[config.mk]
export PLATFORM = sky130hd
export DESIGN_NAME = pt2262_tx_scheduler
export DESIGN_NICKNAME = d
export VERILOG_FILES = /design/src/rtl/pt2262_tx_scheduler.sv
export SDC_FILE = /design/constraint.sdc
export NUM_CORES = 1
export LEC_CHECK = 0
export ABC_AREA = 1
export BUFFER_PORTS_ARGS = -buffer_cell sky130_fd_sc_hd__buf_2
export CAP_MARGIN = 20
export CORE_UTILIZATION = 59
export CTS_BUF_LIST = sky130_fd_sc_hd__clkbuf_16
export CTS_CLUSTER_DIAMETER = 40
export DETAILED_ROUTE_END_ITERATION = 8
export GPL_ROUTABILITY_DRIVEN = 0
export PLACE_DENSITY_LB_ADDON = 0.2
export SLEW_MARGIN = 20
export SYNTH_ARGS = -nofsm -noshare
export SYNTH_HDL_FRONTEND = slang
export SYNTH_SLANG_ARGS = --single-unit
[constraint.sdc]
create_clock -name i_clk -period 2.8 [get_ports i_clk]
set_input_delay 0.14 -clock i_clk [delete_from_list [all_inputs] [get_ports i_clk]]
set_output_delay 0.14 -clock i_clk [all_outputs]
set_load 0.01 [all_outputs]
[src/rtl/pt2262_tx_scheduler.sv]
// Round-robin scheduler sharing one PT2262 encoder among NUM_REQ requesters.
// Latches the winner's A/D word, runs REPEAT words, then parks the encoder in reset.
module pt2262_tx_scheduler #(
  parameter int NUM_REQ     = 4,
  parameter int REPEAT      = 4,
  parameter int TIMEOUT_CYC = 500000
) (
  input  logic                 i_clk,
  input  logic                 i_rst_n,
  input  logic [NUM_REQ-1:0]   i_req,
  input  logic [NUM_REQ*8-1:0] i_req_addr,
  input  logic [NUM_REQ*4-1:0] i_req_data,
  input  logic                 i_abort,
  input  logic                 i_enc_sync,
  output logic                 o_enc_rst,
  output logic [7:0]           o_enc_a,
  output logic [3:0]           o_enc_d,
  output logic [NUM_REQ-1:0]   o_grant,
  output logic [NUM_REQ-1:0]   o_done,
  output logic                 o_err,
  output logic                 o_busy,
  output logic [3:0]           o_frame_cnt
);

  localparam int LW  = (NUM_REQ > 1) ? $clog2(NUM_REQ) : 1;
  localparam int LW1 = LW + 1;
  localparam int TW  = $clog2(TIMEOUT_CYC);
  localparam logic [TW-1:0]      TMAX  = TW'(TIMEOUT_CYC - 1);
  localparam logic [3:0]         REP   = 4'(REPEAT);
  localparam logic [LW-1:0]      LAST0 = LW'(NUM_REQ - 1);
  localparam logic [LW:0]        NR_W  = LW1'(NUM_REQ);
  localparam logic [NUM_REQ-1:0] ONE   = {{(NUM_REQ-1){1'b0}}, 1'b1};

  typedef enum logic [1:0] {
    S_IDLE = 2'd0,
    S_LOAD = 2'd1,
    S_RUN  = 2'd2,
    S_DONE = 2'd3
  } state_t;

  state_t        r_state;
  logic [LW-1:0] r_last;
  logic [LW-1:0] r_owner;
  logic [TW-1:0] r_timer;
  logic          r_sync_q;

  logic          w_sync_rise;
  logic          w_any;
  logic [LW-1:0] w_win;
  logic [LW:0]   w_idx;

  assign w_sync_rise = i_enc_sync & ~r_sync_q;

  // Walk downward so the last hit is the nearest requester after r_last.
  always_comb begin
    w_any = 1'b0;
    w_win = LAST0;
    w_idx = '0;
    for (int k = NUM_REQ; k >= 1; k--) begin
      w_idx = {1'b0, r_last} + LW1'(k);
      if (w_idx >= NR_W) begin
        w_idx = w_idx - NR_W;
      end else begin
        w_idx = w_idx;
      end
      if (i_req[w_idx[LW-1:0]]) begin
        w_any = 1'b1;
        w_win = w_idx[LW-1:0];
      end else begin
        w_any = w_any;
      end
    end
  end

  always_ff @(posedge i_clk or negedge i_rst_n) begin
    if (!i_rst_n) begin
      r_state     <= S_IDLE;
      r_last      <= LAST0;
      r_owner     <= '0;
      r_timer     <= '0;
      r_sync_q    <= 1'b0;
      o_enc_rst   <= 1'b1;
      o_enc_a     <= 8'h00;
      o_enc_d     <= 4'h0;
      o_grant     <= '0;
      o_done      <= '0;
      o_err       <= 1'b0;
      o_busy      <= 1'b0;
      o_frame_cnt <= 4'd0;
    end else begin
      r_sync_q <= i_enc_sync;
      o_done   <= '0;
      o_err    <= 1'b0;
      case (r_state)
        S_IDLE: begin
          o_enc_rst <= 1'b1;
          if (w_any) begin
            o_enc_a <= i_req_addr[{w_win, 3'b000} +: 8];
            o_enc_d <= i_req_data[{w_win, 2'b00} +: 4];
            o_grant <= ONE << w_win;
            r_owner <= w_win;
            o_busy  <= 1'b1;
            r_state <= S_LOAD;
          end
        end
        S_LOAD: begin
          o_frame_cnt <= 4'd0;
          r_timer     <= '0;
          o_enc_rst   <= 1'b0;
          r_state     <= S_RUN;
        end
        S_RUN: begin
          if (i_abort) begin
            // A coincident final sync still counts its word.
            o_frame_cnt <= o_frame_cnt + {3'b000, w_sync_rise};
            o_err       <= 1'b1;
            o_done      <= ONE << r_owner;
            o_grant     <= '0;
            o_enc_rst   <= 1'b1;
            r_last      <= r_owner;
            r_state     <= S_DONE;
          end else if (w_sync_rise) begin
            o_frame_cnt <= o_frame_cnt + 4'd1;
            r_timer     <= '0;
            if (o_frame_cnt + 4'd1 == REP) begin
              o_done    <= ONE << r_owner;
              o_grant   <= '0;
              o_enc_rst <= 1'b1;
              r_last    <= r_owner;
              r_state   <= S_DONE;
            end
          end else if (r_timer == TMAX) begin
            o_err     <= 1'b1;
            o_done    <= ONE << r_owner;
            o_grant   <= '0;
            o_enc_rst <= 1'b1;
            r_last    <= r_owner;
            r_state   <= S_DONE;
          end else begin
            r_timer <= r_timer + 1'b1;
          end
        end
        S_DONE: begin
          o_busy  <= 1'b0;
          r_state <= S_IDLE;
        end
        default: begin
          r_state <= S_IDLE;
        end
      endcase
    end
  end

endmodule

==> Yosys cells after proc, flatten, opt, wreduce, memory -nomap -nowiden <==
Cells that the tools add are included.
{ "word_totals": {"out_inout_bits": 27, "register_bits": 53, "wordCells": 123} }
{ "classes": {"n_addsub": 11, "n_eq_ne": 12, "muxes": 59, "reduce_logical": 14, "shifts": 4, "bitwise_logic": 2, "order_cmp": 8} }
{ "op_table": {"columns": ["op", "count"], "rows": [
  ["$mux 19", 3],
  ["$mux 4", 12],
  ["$pmux 19 s2", 1],
  ["$mux 2", 17],
  ["$shiftx 32x6->8", 1],
  ["$add 19x1->19 const B", 1],
  ["$eq 19x19->1 const B", 1],
  ["$mux 1", 17],
  ["$pmux 4 s2", 2],
  ["$shiftx 16x5->4", 1],
  ["$ge 3x3->1 const B", 4],
  ["$lt 2x3->1 const B", 4],
  ["$reduce_and 3->1", 4],
  ["$bmux 1 s2", 4],
  ["$ne 4x4->1 const B", 2],
  ["$pmux 2 s4", 1],
  ["$shl 1x2->4 const A", 2],
  ["$sub 2x1->2 const B", 4],
  ["$add 2x2->3 const B", 2],
  ["$ne 3x3->1 const B", 2],
  ["$reduce_and 2->1", 3],
  ["$reduce_bool 2->1", 3],
  ["$reduce_bool 3->1", 2],
  ["$add 4x1->4", 1],
  ["other kinds (14)", 16]
]} }

==> Depth between registers and ports, before layout <==
Gate-level depths: netlist of run 1.
{ "depth": {"word_depth": 12, "mapped_depth": 16} }

==> Least setup slack after synthesis of run 1 <==
No wires, ideal clock.
{ "synth_timing": {"path_kind": "register -> register", "from": "register r_state[0]", "to": "register r_timer[4]", "path_stages_with_launch": 13, "t_arrival_ps": 1682, "setup_ps": 126, "setup_slack_ps": 991, "required_time_ps": 2674, "path_buffers": 2, "period_less_slack_ps": 1809, "path_cell_list": "dfrtp_1 -> inv_1 -> ha_1 -> buf_2 -> inv_2 -> nor2_1 -> nand4_1 -> nand2_1 -> nor2_2 -> inv_2 -> buf_4 -> nand2_1 -> o21ai_0"} }
{ "synth_between": {"elab_chain_cells": 3, "word_cells_on_any_way": 7, "cone_classes": "4 x eq/ne; 1 x mux; 2 x reduce/logical"} }
{ "synth_lines": {"columns": ["element", "line_no", "rtl"], "rows": [
  ["from (decl)", "41", "state_t r_state;"],
  ["from (signal assigned)", "77", "r_state <= S_IDLE;"],
  ["from (signal assigned)", "103", "r_state <= S_LOAD;"],
  ["from (signal assigned)", "110", "r_state <= S_RUN;"],
  ["$eq 2x2->1 or $eq 2x1->1 (tied branches)", "94", "case (r_state)"],
  ["$ne 3x3->1 (no line), or another cell as far along", null, null],
  ["$reduce_and 3->1 (no line)", null, null],
  ["to (signal assigned)", "140", "r_timer <= r_timer + 1'b1;"],
  ["to (decl)", "44", "logic [TW-1:0] r_timer;"]
]} }
Parallel ways exist; a longest one is shown, timed or not.
A chain may end at the register's enable or synchronous reset.

==> Worst setup path after layout of run 1 <==
{ "layout_timing": {"from": "register r_timer[0]", "to": "register r_timer[5]"} }
{ "layout_between": {"elab_chain_cells": 5, "word_cells_on_any_way": 8, "cone_classes": "1 x add/sub; 2 x eq/ne; 4 x mux; 1 x reduce/logical"} }
{ "layout_lines": {"columns": ["element", "line_no", "rtl"], "rows": [
  ["$add 19x1->19", "140", null],
  ["$mux 19", "132", "end else if (r_timer == TMAX) begin"],
  ["$mux 19", "122", "end else if (w_sync_rise) begin"],
  ["$mux 19", "113", "if (i_abort) begin"],
  ["$pmux 19 s2", "94", null]
]} }
Parallel ways exist; a longest one is shown, timed or not. The select of a mux whose other input is x is not followed.

==> results of run 1 <==
worst min-delay path: cells and delay by family:
| kind | cells | cell delay (ns) |
|---|---|---|
| AND/OR/NAND/NOR | 6 | 0.27 |
| buffers and inverters | 1 | 0.07 |
cell usage after synthesis (all sizes together):
master   count
nand2      219
dfrtp       50
nand3       46
inv         44
o21ai       36
nor2        24
nand4       17
buf         15
nor3        14
ha          10
xor2         9
clkbuf       7
a21oi        3
dfstp        3
nor4         3
a32o         2
xnor2        2
a21o         1
a31o         1
and2         1
mux2i        1
nand3b       1
nor3b        1
o2111ai      1
o21bai       1
o31ai        1
or2          1
logic make-up after synthesis:
group                      count (synthesis)
AOI/OAI and AO/OA                         46
buffers and inverters                     66
and+or+nand+nor                          327
DFF                                       53
muxes                                      1
adders and majority gates                 10
xor gates and xnor gates                  11
worst max path at each step:
stage                    start     endpoint  slack [ns]
global route        r_state[0]  r_timer[15]        0.14
floorplan           r_state[0]   r_timer[4]        0.99
CTS                  r_last[0]       o_busy        0.45
detailed placement  r_timer[0]  r_timer[17]        0.46
finish              r_timer[0]   r_timer[5]        0.45
global placement    r_timer[0]   r_timer[4]        0.49
registers in the layout, summed over array words and instances (netlist names):
| register | count |
|---|---|
| o_done | 4 |
| r_owner | 2 |
| r_timer | 19 |
| o_busy | 1 |
| r_last | 2 |
| o_grant | 4 |
| r_state | 2 |
| r_sync_q | 1 |
| o_enc_rst | 1 |
| o_frame_cnt | 4 |
| o_enc_d | 4 |
| o_enc_a | 8 |
| o_err | 1 |
through the flow:
step / instance area (µm²) / util (%) / instances / hold WS, ns / power, µW
floorplan: 3570 / - / 514 / -0.156 / 3140
global placement: 3960 / 69.8 / 649 / 0.244 / 3510
detailed placement: 3960 / 69.8 / 649 / 0.246 / 3580
CTS: 4130 / 72.7 / 659 / 0.231 / 4190
global route: 4130 / 72.7 / 659 / 0.259 / 4580
finish: 4130 / 72.7 / 659 / 0.228 / 4170
routing by layer:
layer | routed length (µm) | vias up | share of wire (%)
met3 | 565 | 11 | 6.7
met1 | 3690 | 1600 | 44
met4 | 99 | 0 | 1.2
li1 | - | 1802 | -
met5 | 0 | - | 0
met2 | 4080 | 118 | 48
report_power, final:
group	internal (µW)	total, µW	switching (µW)
Sequential	989	1180	190
Combinational	756	2390	1640
Clock	329	598	270
Total	2070	4170	2100
final cells by class:
type                    count  area [µm²]  share of cell area, %
clock buffers               5         125                   3.03
clock inverters             3        17.5                  0.424
inverters                  44         165                   4.00
multi-input cells         395        1950                   47.1
flip-flops and latches     53        1330                   32.2
well taps                  72        90.1                   2.18
repair buffers             87         453                   11.0
==> results.json, run 1 <==
{
  "design.core.area_mm2": 0.00568,
  "ctsHoldBuffers": 2,
  "setup_viol_count_final": 0,
  "peakVddDrop_mv": 0.677,
  "rrSetupSlack_ns": 0.45,
  "ys_seq_area_share_pct": 37.2,
  "synth_area_per_cell_um2": 6.95,
  "end_kind": "flip-flop",
  "slew_headroom_pct": 50.6,
  "cap_violations": 0,
  "grt_use_met2_pct": 50.9,
  "clockBufferDepth": 2,
  "yosysWarnings": 0,
  "cts_tree": "yes",
  "post-dp-hpwl_mm": 6.25,
  "post-route-period-util_pct": 84.0,
  "grt_max_degree": 35,
  "die_h_um": 79.8,
  "cp_common_cell": "nand2_1",
  "grt-ovfl-total": 0,
  "antenna_found_initial": 0,
  "start_util_pct": 63.0,
  "synth-xor-area-share_pct": 2.70,
  "mostFrequentLayoutCell": "nand2_1",
  "totalNegativeSetupSlack_ns": 0,
  "synth.largest_area_cell": "dfrtp_1",
  "place_ws_ns": 0.463,
  "vias": 3531,
  "cts_made_buffers": 5,
  "syn_area_mm2": 0.00357,
  "rsz0062_at_grt": "no",
  "cpLargestDelayFamily": "simple AND/OR/NAND/NOR gates",
  "r2r_cells": 11,
  "nets": 652,
  "drtAntennaViolNets": 0,
  "clock_skew_ns": 0.00402,
  "antenna_cells": 0,
  "synth_top_family_by_area": "simple AND/OR/NAND/NOR gates",
  "status": "complete, no violations",
  "hold_violations": 0,
  "synthMuxAreaShare_pct": 0.280,
  "hp-start": "i_req_data[10]",
  "drc_errors": 0,
  "tightest_slew_ns": 0.741,
  "max_freq_ghz": 0.425,
  "num-fill-cells": 478,
  "whs_path_depth": 7,
  "synthCells": 514,
  "synth.distinct_cells": 39,
  "post-cts-setup-buffer-count": 0,
  "clock_latency_ns": 0.29,
  "hold_end": "o_enc_d[2]",
  "p_leak_uw": 0.00222,
  "finalCriticalPeriod_ns": 2.35,
  "synth_fa_ha_area_share_pct": 3.50,
  "worstSetupPathDepth": 11,
  "crit_type": "reg2reg",
  "synth_compound_area_share_pct": 7.49,
  "final_cell_mix": "nand2_1, buf_2, dfrtp_1",
  "reg2reg_from": "r_timer[0]",
  "cts.htree.levels": 2,
  "synth_top_area_share_pct": 35.0,
  "grt_pass1_wl_mm": 13.7,
  "synth-seq-cells": 53,
  "synth_area_leaders": "dfrtp_1, nand2_1, nand3_1, inv_1, ha_1",
  "final-max-slew-violation-count": 0,
  "cpPeakStageDelay_ns": 0.45,
  "crit_path_top_delay_cell": "nor2_2",
  "hold_class": "in2reg",
  "post_cts_resized": 0,
  "synthSimpleGateAreaFrac_pct": 40.5,
  "fp.dieW_um": 79.8,
  "grt_pass1_vias": 3219,
  "power_density_mw_per_mm2": 1010,
  "dr.pass1.iters": 5,
  "avgRoutedWirePerCell_um": 12.8,
  "vias_per_cell": 5.36,
  "worstPathRequired_ns": 2.97,
  "die_area_mm2": 0.00637,
  "crit_path_start_kind": "flip-flop",
  "syn2layout_area_growth_pct": 15.4,
  "grt_busiest_layer": "met2",
  "worst-path-buf-inv": 2,
  "r2r-end": "r_timer[5]",
  "cts_sinks": 53,
  "cp_max_fo": 23,
  "fin_ws_ns": 0.449,
  "met3_usage_pct": 4.69,
  "io_pins": 83,
  "root_buffer": "clkbuf_16",
  "port-buffer-count": 82,
  "drive_above_1_share_pct": 21.1,
  "row_count": 27,
  "worstPathCellList": "ha_1 -> nand2_1 -> nor2_1 -> inv_1 -> nor3_2 -> nand4_1 -> nand2_1 -> nor2_2 -> inv_2 -> nand2_1 -> o21ai_1",
  "syn-num-nets": 580,
  "grt_use_total_pct": 27.5,
  "drt_iter0_markers": 154,
  "clkTransAtPathRegs_ns": 0.07,
  "worstPathArrival_ns": 2.52,
  "routed_wl_mm": 8.43,
  "use_met1_pct": 32.3
}
No activity file was read; power rests on OpenSTA's default activity.
==> run 2, diff against run 1 <==
--- a/config.mk
+++ b/config.mk
@@ -8,7 +8,7 @@
 export ABC_AREA = 1
 export BUFFER_PORTS_ARGS = -buffer_cell sky130_fd_sc_hd__buf_2
 export CAP_MARGIN = 20
-export CORE_UTILIZATION = 59
+export CORE_UTILIZATION = 49
 export CTS_BUF_LIST = sky130_fd_sc_hd__clkbuf_16
 export CTS_CLUSTER_DIAMETER = 40
 export DETAILED_ROUTE_END_ITERATION = 8
==> constraint.sdc (replaced) <==
create_clock -name i_clk -period 2.1 [get_ports i_clk]
set_input_delay 0.105 -clock i_clk [delete_from_list [all_inputs] [get_ports i_clk]]
set_output_delay 0.105 -clock i_clk [all_outputs]
set_load 0.01 [all_outputs]
==> results.json, run 2 (synthesis gave the netlist of run 1 again) <==
{
  "grt_busiest_layer": "met2",
  "met3_usage_pct": 3.79,
  "post-route-util_pct": 64.8,
  "port-buffer-count": 82,
  "design.core.area_mm2": 0.00691,
  "hold_class": "in2reg",
  "crit_path_start_kind": "flip-flop",
  "drtAntennaViolNets": 0,
  "drt_iter0_markers": 221,
  "antenna_found_initial": 0,
  "grt_pass1_wl_mm": 14.0,
  "power_density_mw_per_mm2": 1410,
  "die_area_mm2": 0.00764,
  "grt_use_total_pct": 23.1,
  "rrSetupSlack_ns": 0.08,
  "num-fill-cells": 619,
  "max_freq_ghz": 0.494,
  "start_util_pct": 51.8,
  "p_leak_uw": 0.00237,
  "cap_violations": 0,
  "regMostFlops": "r_timer",
  "nets": 676,
  "cts_made_buffers": 5,
  "setup_viol_count_final": 0,
  "use_met1_pct": 28.5,
  "end_kind": "flip-flop",
  "avgRoutedWirePerCell_um": 12.7,
  "fp.dieW_um": 87.4,
  "grt_max_degree": 32,
  "root_buffer": "clkbuf_16",
  "status": "complete, no violations",
  "die_h_um": 87.4,
  "io_pins": 83,
  "grt_use_met2_pct": 41.6,
  "syn2layout_area_growth_pct": 25.2,
  "clockBufferDepth": 2,
  "slew_headroom_pct": 61.0,
  "antenna_cells": 0,
  "totalNegativeSetupSlack_ns": 0,
  "top_regs": "r_timer x19, o_enc_a x8",
  "drive_above_1_share_pct": 25.7,
  "row_count": 30,
  "multi_input_area_mm2": 0.00201,
  "routed_wl_mm": 8.98,
  "fin_ws_ns": 0.0774,
  "cpPeakStageDelay_ns": 0.62,
  "clkTransAtPathRegs_ns": 0.07,
  "clock_skew_ns": 0.00632,
  "post-route-period-util_pct": 96.3,
  "clock_latency_ns": 0.29,
  "worstPathArrival_ns": 2.20,
  "cp_common_cell": "nand2_1",
  "finalCriticalPeriod_ns": 2.02,
  "cts_sinks": 53,
  "drc_errors": 0,
  "tightest_slew_ns": 0.586,
  "final_cell_mix": "nand2_1, buf_2, dfrtp_1",
  "mostFrequentLayoutCell": "nand2_1",
  "register_area_mm2": 0.00133,
  "vias_per_cell": 5.18,
  "dr.pass1.iters": 5,
  "worstPathCellList": "buf_6 -> nand2_1 -> o21ai_2 -> nor2_2 -> nor2_2 -> nand3_4 -> clkbuf_16 -> nand3_1 -> nand2_1 -> nand2_1 -> nand2_1 -> nand2_1 -> nand2_1",
  "final-max-slew-violation-count": 0,
  "largest_register_ffs": 19,
  "post-dp-hpwl_mm": 6.56,
  "crit_path_top_delay_cell": "dfstp_2",
  "grt_pass1_vias": 3225,
  "worstPathRequired_ns": 2.28,
  "grt-ovfl-total": 0,
  "peakVddDrop_mv": 0.756,
  "cts.htree.levels": 2,
  "cp_max_fo": 7,
  "cts_tree": "yes",
  "hold_violations": 0,
  "crit_type": "reg2reg",
  "vias": 3661,
  "place_ws_ns": 0.0520
}
[run 2: stage by stage]
step | instance area [µm²] | power, µW | hold slack (ns) | instances
after floorplan | 3570 | 4190 | -0.191 | 514
after global placement | 4170 | 5040 | 0.122 | 690
after detailed placement | 4170 | 5130 | 0.126 | 690
after CTS | 4330 | 5950 | 0.182 | 700
after global routing | 4470 | 6850 | 0.232 | 707
final | 4470 | 6310 | 0.187 | 707
[run 2: routing by layer]
metal / vias to the layer above / wire length, µm
li1: 1854 / -
met1: 1652 / 4000
met2: 145 / 4270
met3: 10 / 593
met4: 0 / 115
met5: - / 0
[run 2: path summary, 6_finish.rpt]
path	depth (start not counted)	start	to
min	7	i_req_addr[20]	o_enc_a[4]
min reg2reg	2	o_enc_a[3]	o_enc_a[3]
max in group asynchronous	3	i_rst_n	r_last[1]
max	13	r_last[0]	o_enc_a[6]
max reg2reg	13	r_last[0]	o_enc_a[6]
min in group asynchronous	2	i_rst_n	o_frame_cnt[1]
[run 2: final cells by class]
class	count	share of cell area, %
Clock buffer	5	2.80
Clock inverter	3	0.336
Inverter	44	3.89
Multi-Input combinational cell	397	44.9
Sequential cell	53	29.7
Tap cell	96	2.68
Timing Repair Buffer	109	15.7
[run 2: worst max-delay path: cells and delay by family (launching register included)]
family	cells	cell delay, ns
AO/OA/AOI/OAI	1	0.07
buffers and inverters	2	0.36
flip-flops	1	0.62
AND/OR/NAND/NOR	10	0.87
[run 2: report_power, final]
part           switching (µW)  internal (µW)  total (µW)
sequential                219           1320        1540
clock                     357            434         790
combinational            2450           1540        3980
total                    3020           3290        6310
[run 2: repair_timing]
| action | in CTS | in global routing |
|---|---|---|
| setup endpoints to repair | 0 | 24 |
| buffers inserted | 0 | 4 |
| endpoints found under the hold margin | 23 | 0 |
| hold buffers | 2 | 0 |
| gates resized for setup | 0 | 15 |
==> run 3, diff against run 2 <==
--- a/config.mk
+++ b/config.mk
@@ -7,8 +7,10 @@
 export LEC_CHECK = 0
 export ABC_AREA = 1
 export BUFFER_PORTS_ARGS = -buffer_cell sky130_fd_sc_hd__buf_2
-export CAP_MARGIN = 20
-export CORE_UTILIZATION = 49
+export CAP_MARGIN = 15
+export CELL_PAD_IN_SITES_DETAIL_PLACEMENT = 1
+export CELL_PAD_IN_SITES_GLOBAL_PLACEMENT = 2
+export CORE_UTILIZATION = 27
 export CTS_BUF_LIST = sky130_fd_sc_hd__clkbuf_16
 export CTS_CLUSTER_DIAMETER = 40
 export DETAILED_ROUTE_END_ITERATION = 8
==> results.json, run 3 (synthesis gave the netlist of run 1 again) <==
{
  "status": "complete, no violations",
  "r2r-end": "o_grant[3]",
  "postLayoutCellArea_mm2": 0.00460,
  "design.core.area_mm2": 0.0128,
  "dr.pass1.iters": 4,
  "clock_skew_ns": 0.00735,
  "antenna_found_initial": 0,
  "largest_register_ffs": 19,
  "cts_sinks": 53,
  "multi_input_area_mm2": 0.00206,
  "fp.dieW_um": 117,
  "hold_violations": 0,
  "post-route-util_pct": 36.0,
  "start_util_pct": 28.0,
  "final_cell_mix": "nand2_1, buf_2, dfrtp_1",
  "avgRoutedWirePerCell_um": 14.8,
  "power_density_mw_per_mm2": 1450,
  "top_regs": "r_timer x19, o_enc_a x8",
  "total_power_uw": 6660,
  "cts.htree.levels": 2,
  "tightest_slew_ns": 0.719,
  "drc_errors": 0,
  "nets": 680,
  "worstPathRequired_ns": 2.33,
  "grt_pass1_wl_mm": 18.7,
  "finalCriticalPeriod_ns": 1.98,
  "cts_tree": "yes",
  "num-fill-cells": 1638,
  "dp_cells": 764,
  "die_h_um": 117,
  "vias": 3695,
  "worstPathArrival_ns": 2.21,
  "hold_class": "in2reg",
  "p_leak_uw": 0.00238,
  "max_freq_ghz": 0.506,
  "place_area_mm2": 0.00423,
  "grt_use_total_pct": 17.7,
  "seqPwrFrac_pct": 23.1,
  "setup_viol_count_final": 0,
  "clockBufferDepth": 2,
  "post-dp-hpwl_mm": 8.43,
  "root_buffer": "clkbuf_16",
  "p_int_uw": 3320,
  "place_ws_ns": -0.0891,
  "crit_type": "reg2reg",
  "hold_end": "o_enc_a[4]",
  "slew_headroom_pct": 52.1,
  "syn2layout_area_growth_pct": 28.8,
  "whs_path_depth": 7,
  "cap_violations": 0,
  "antenna_cells": 0,
  "regMostFlops": "r_timer",
  "row_count": 41,
  "clkPwrFrac_pct": 12.9,
  "drive_above_1_share_pct": 26.0,
  "routed_wl_mm": 11.6,
  "clkTransAtPathRegs_ns": 0.07,
  "cts_made_buffers": 5,
  "fin_ws_ns": 0.123,
  "post-route-period-util_pct": 94.1,
  "crit_path_start_kind": "flip-flop",
  "mostFrequentLayoutCell": "nand2_1",
  "clock_latency_ns": 0.30,
  "instances_no_fill": 787,
  "grt-ovfl-total": 0,
  "drtAntennaViolNets": 0,
  "io_pins": 83,
  "rsz0062_at_grt": "yes",
  "port-buffer-count": 82,
  "reg2reg_from": "r_last[0]",
  "r2r_cells": 13,
  "peakVddDrop_mv": 0.388,
  "switchingPower_uw": 3340,
  "rrSetupSlack_ns": 0.12,
  "vias_per_cell": 4.70,
  "drt_iter0_markers": 147,
  "hp-start": "i_req_addr[20]",
  "switching_share_pct": 50.1,
  "final-max-slew-violation-count": 0,
  "cp_max_fo": 11,
  "p_comb_share_pct": 64.0,
  "grt_pass1_vias": 3847,
  "end_kind": "flip-flop",
  "die_area_mm2": 0.0137,
  "grt_max_degree": 54,
  "register_area_mm2": 0.00133
}
run 3: changes by cell type in the layout (fill, tap and decap cells not counted), moves of 2 or more:
| cell | previous run | this run |
|---|---|---|
| buf_4 | 18 | 23 |
| nand2_1 | 202 | 204 |
| nand2_2 | 13 | 11 |
| nand2_8 | 2 | 5 |
run 3: per-layer routing:
layer	track usage [%]	wire, µm	vias to the layer above
li1	-	-	1861
met1	22.8	5690	1773
met2	30.8	5560	49
met3	2.47	221	12
met4	4.73	163	0
met5	0	0	-
run 3: critical path: stages, from the launching register on:
cell	delay [ns]
dfstp_2	0.59
buf_4	0.16
nand2_2	0.05
o21ai_2	0.08
nand2_2	0.10
nand2_2	0.09
nand2_4	0.08
nand3_4	0.10
buf_4	0.16
nand2_8	0.08
buf_4	0.17
inv_2	0.05
nand2_1	0.05
o21ai_1	0.14
run 3: power groups by stage:
stage / clock network (µW) / registers (µW) / logic (µW)
global route: 921 / 1580 / 4820
CTS: 894 / 1540 / 3860
finish: 857 / 1540 / 4270
global placement: 0 / 1560 / 3640
floorplan: 0 / 1600 / 2590
detailed placement: 0 / 1570 / 3700
run 3: how the worst max path moves through the flow:
stage | startpoint | end | slack, ns
2_1_floorplan | r_state[0] | r_timer[4] | 0.29
3_3_place_gp | r_last[0] | o_enc_a[0] | -0.04
3_5_place_dp | r_last[0] | o_enc_a[0] | -0.09
4_1_cts | r_timer[1] | r_last[0] | 0.03
5_1_grt | r_last[0] | o_grant[1] | -0.01
6_report | r_last[0] | o_grant[3] | 0.12
run 3: through the flow:
stage,TNS [ns],hold WS (ns)
global route,-0.0296,0.235
finish,0,0.191
CTS,0,0.189
detailed placement,-0.741,0.238
global placement,-0.151,0.228
floorplan,0,-0.191
run 3: timing repair:
item                                    CTS  global route
hold endpoints to repair                 51             0
buffers inserted                          1             8
hold buffers                              2             0
pin swaps                                 1             6
cloned                                    1             3
endpoints found under the setup margin   12            44
gates resized for setup                   2            17
run 3: area by class of cell:
| class | instances | area share (%) |
|---|---|---|
| tap | 172 | 4.67 |
| clock buffer | 5 | 2.72 |
| clock inverter | 3 | 0.380 |
| sequential | 53 | 28.9 |
| inverter | 44 | 3.72 |
| multi-input combinational | 399 | 44.8 |
| timing repair buffer | 111 | 14.8 |
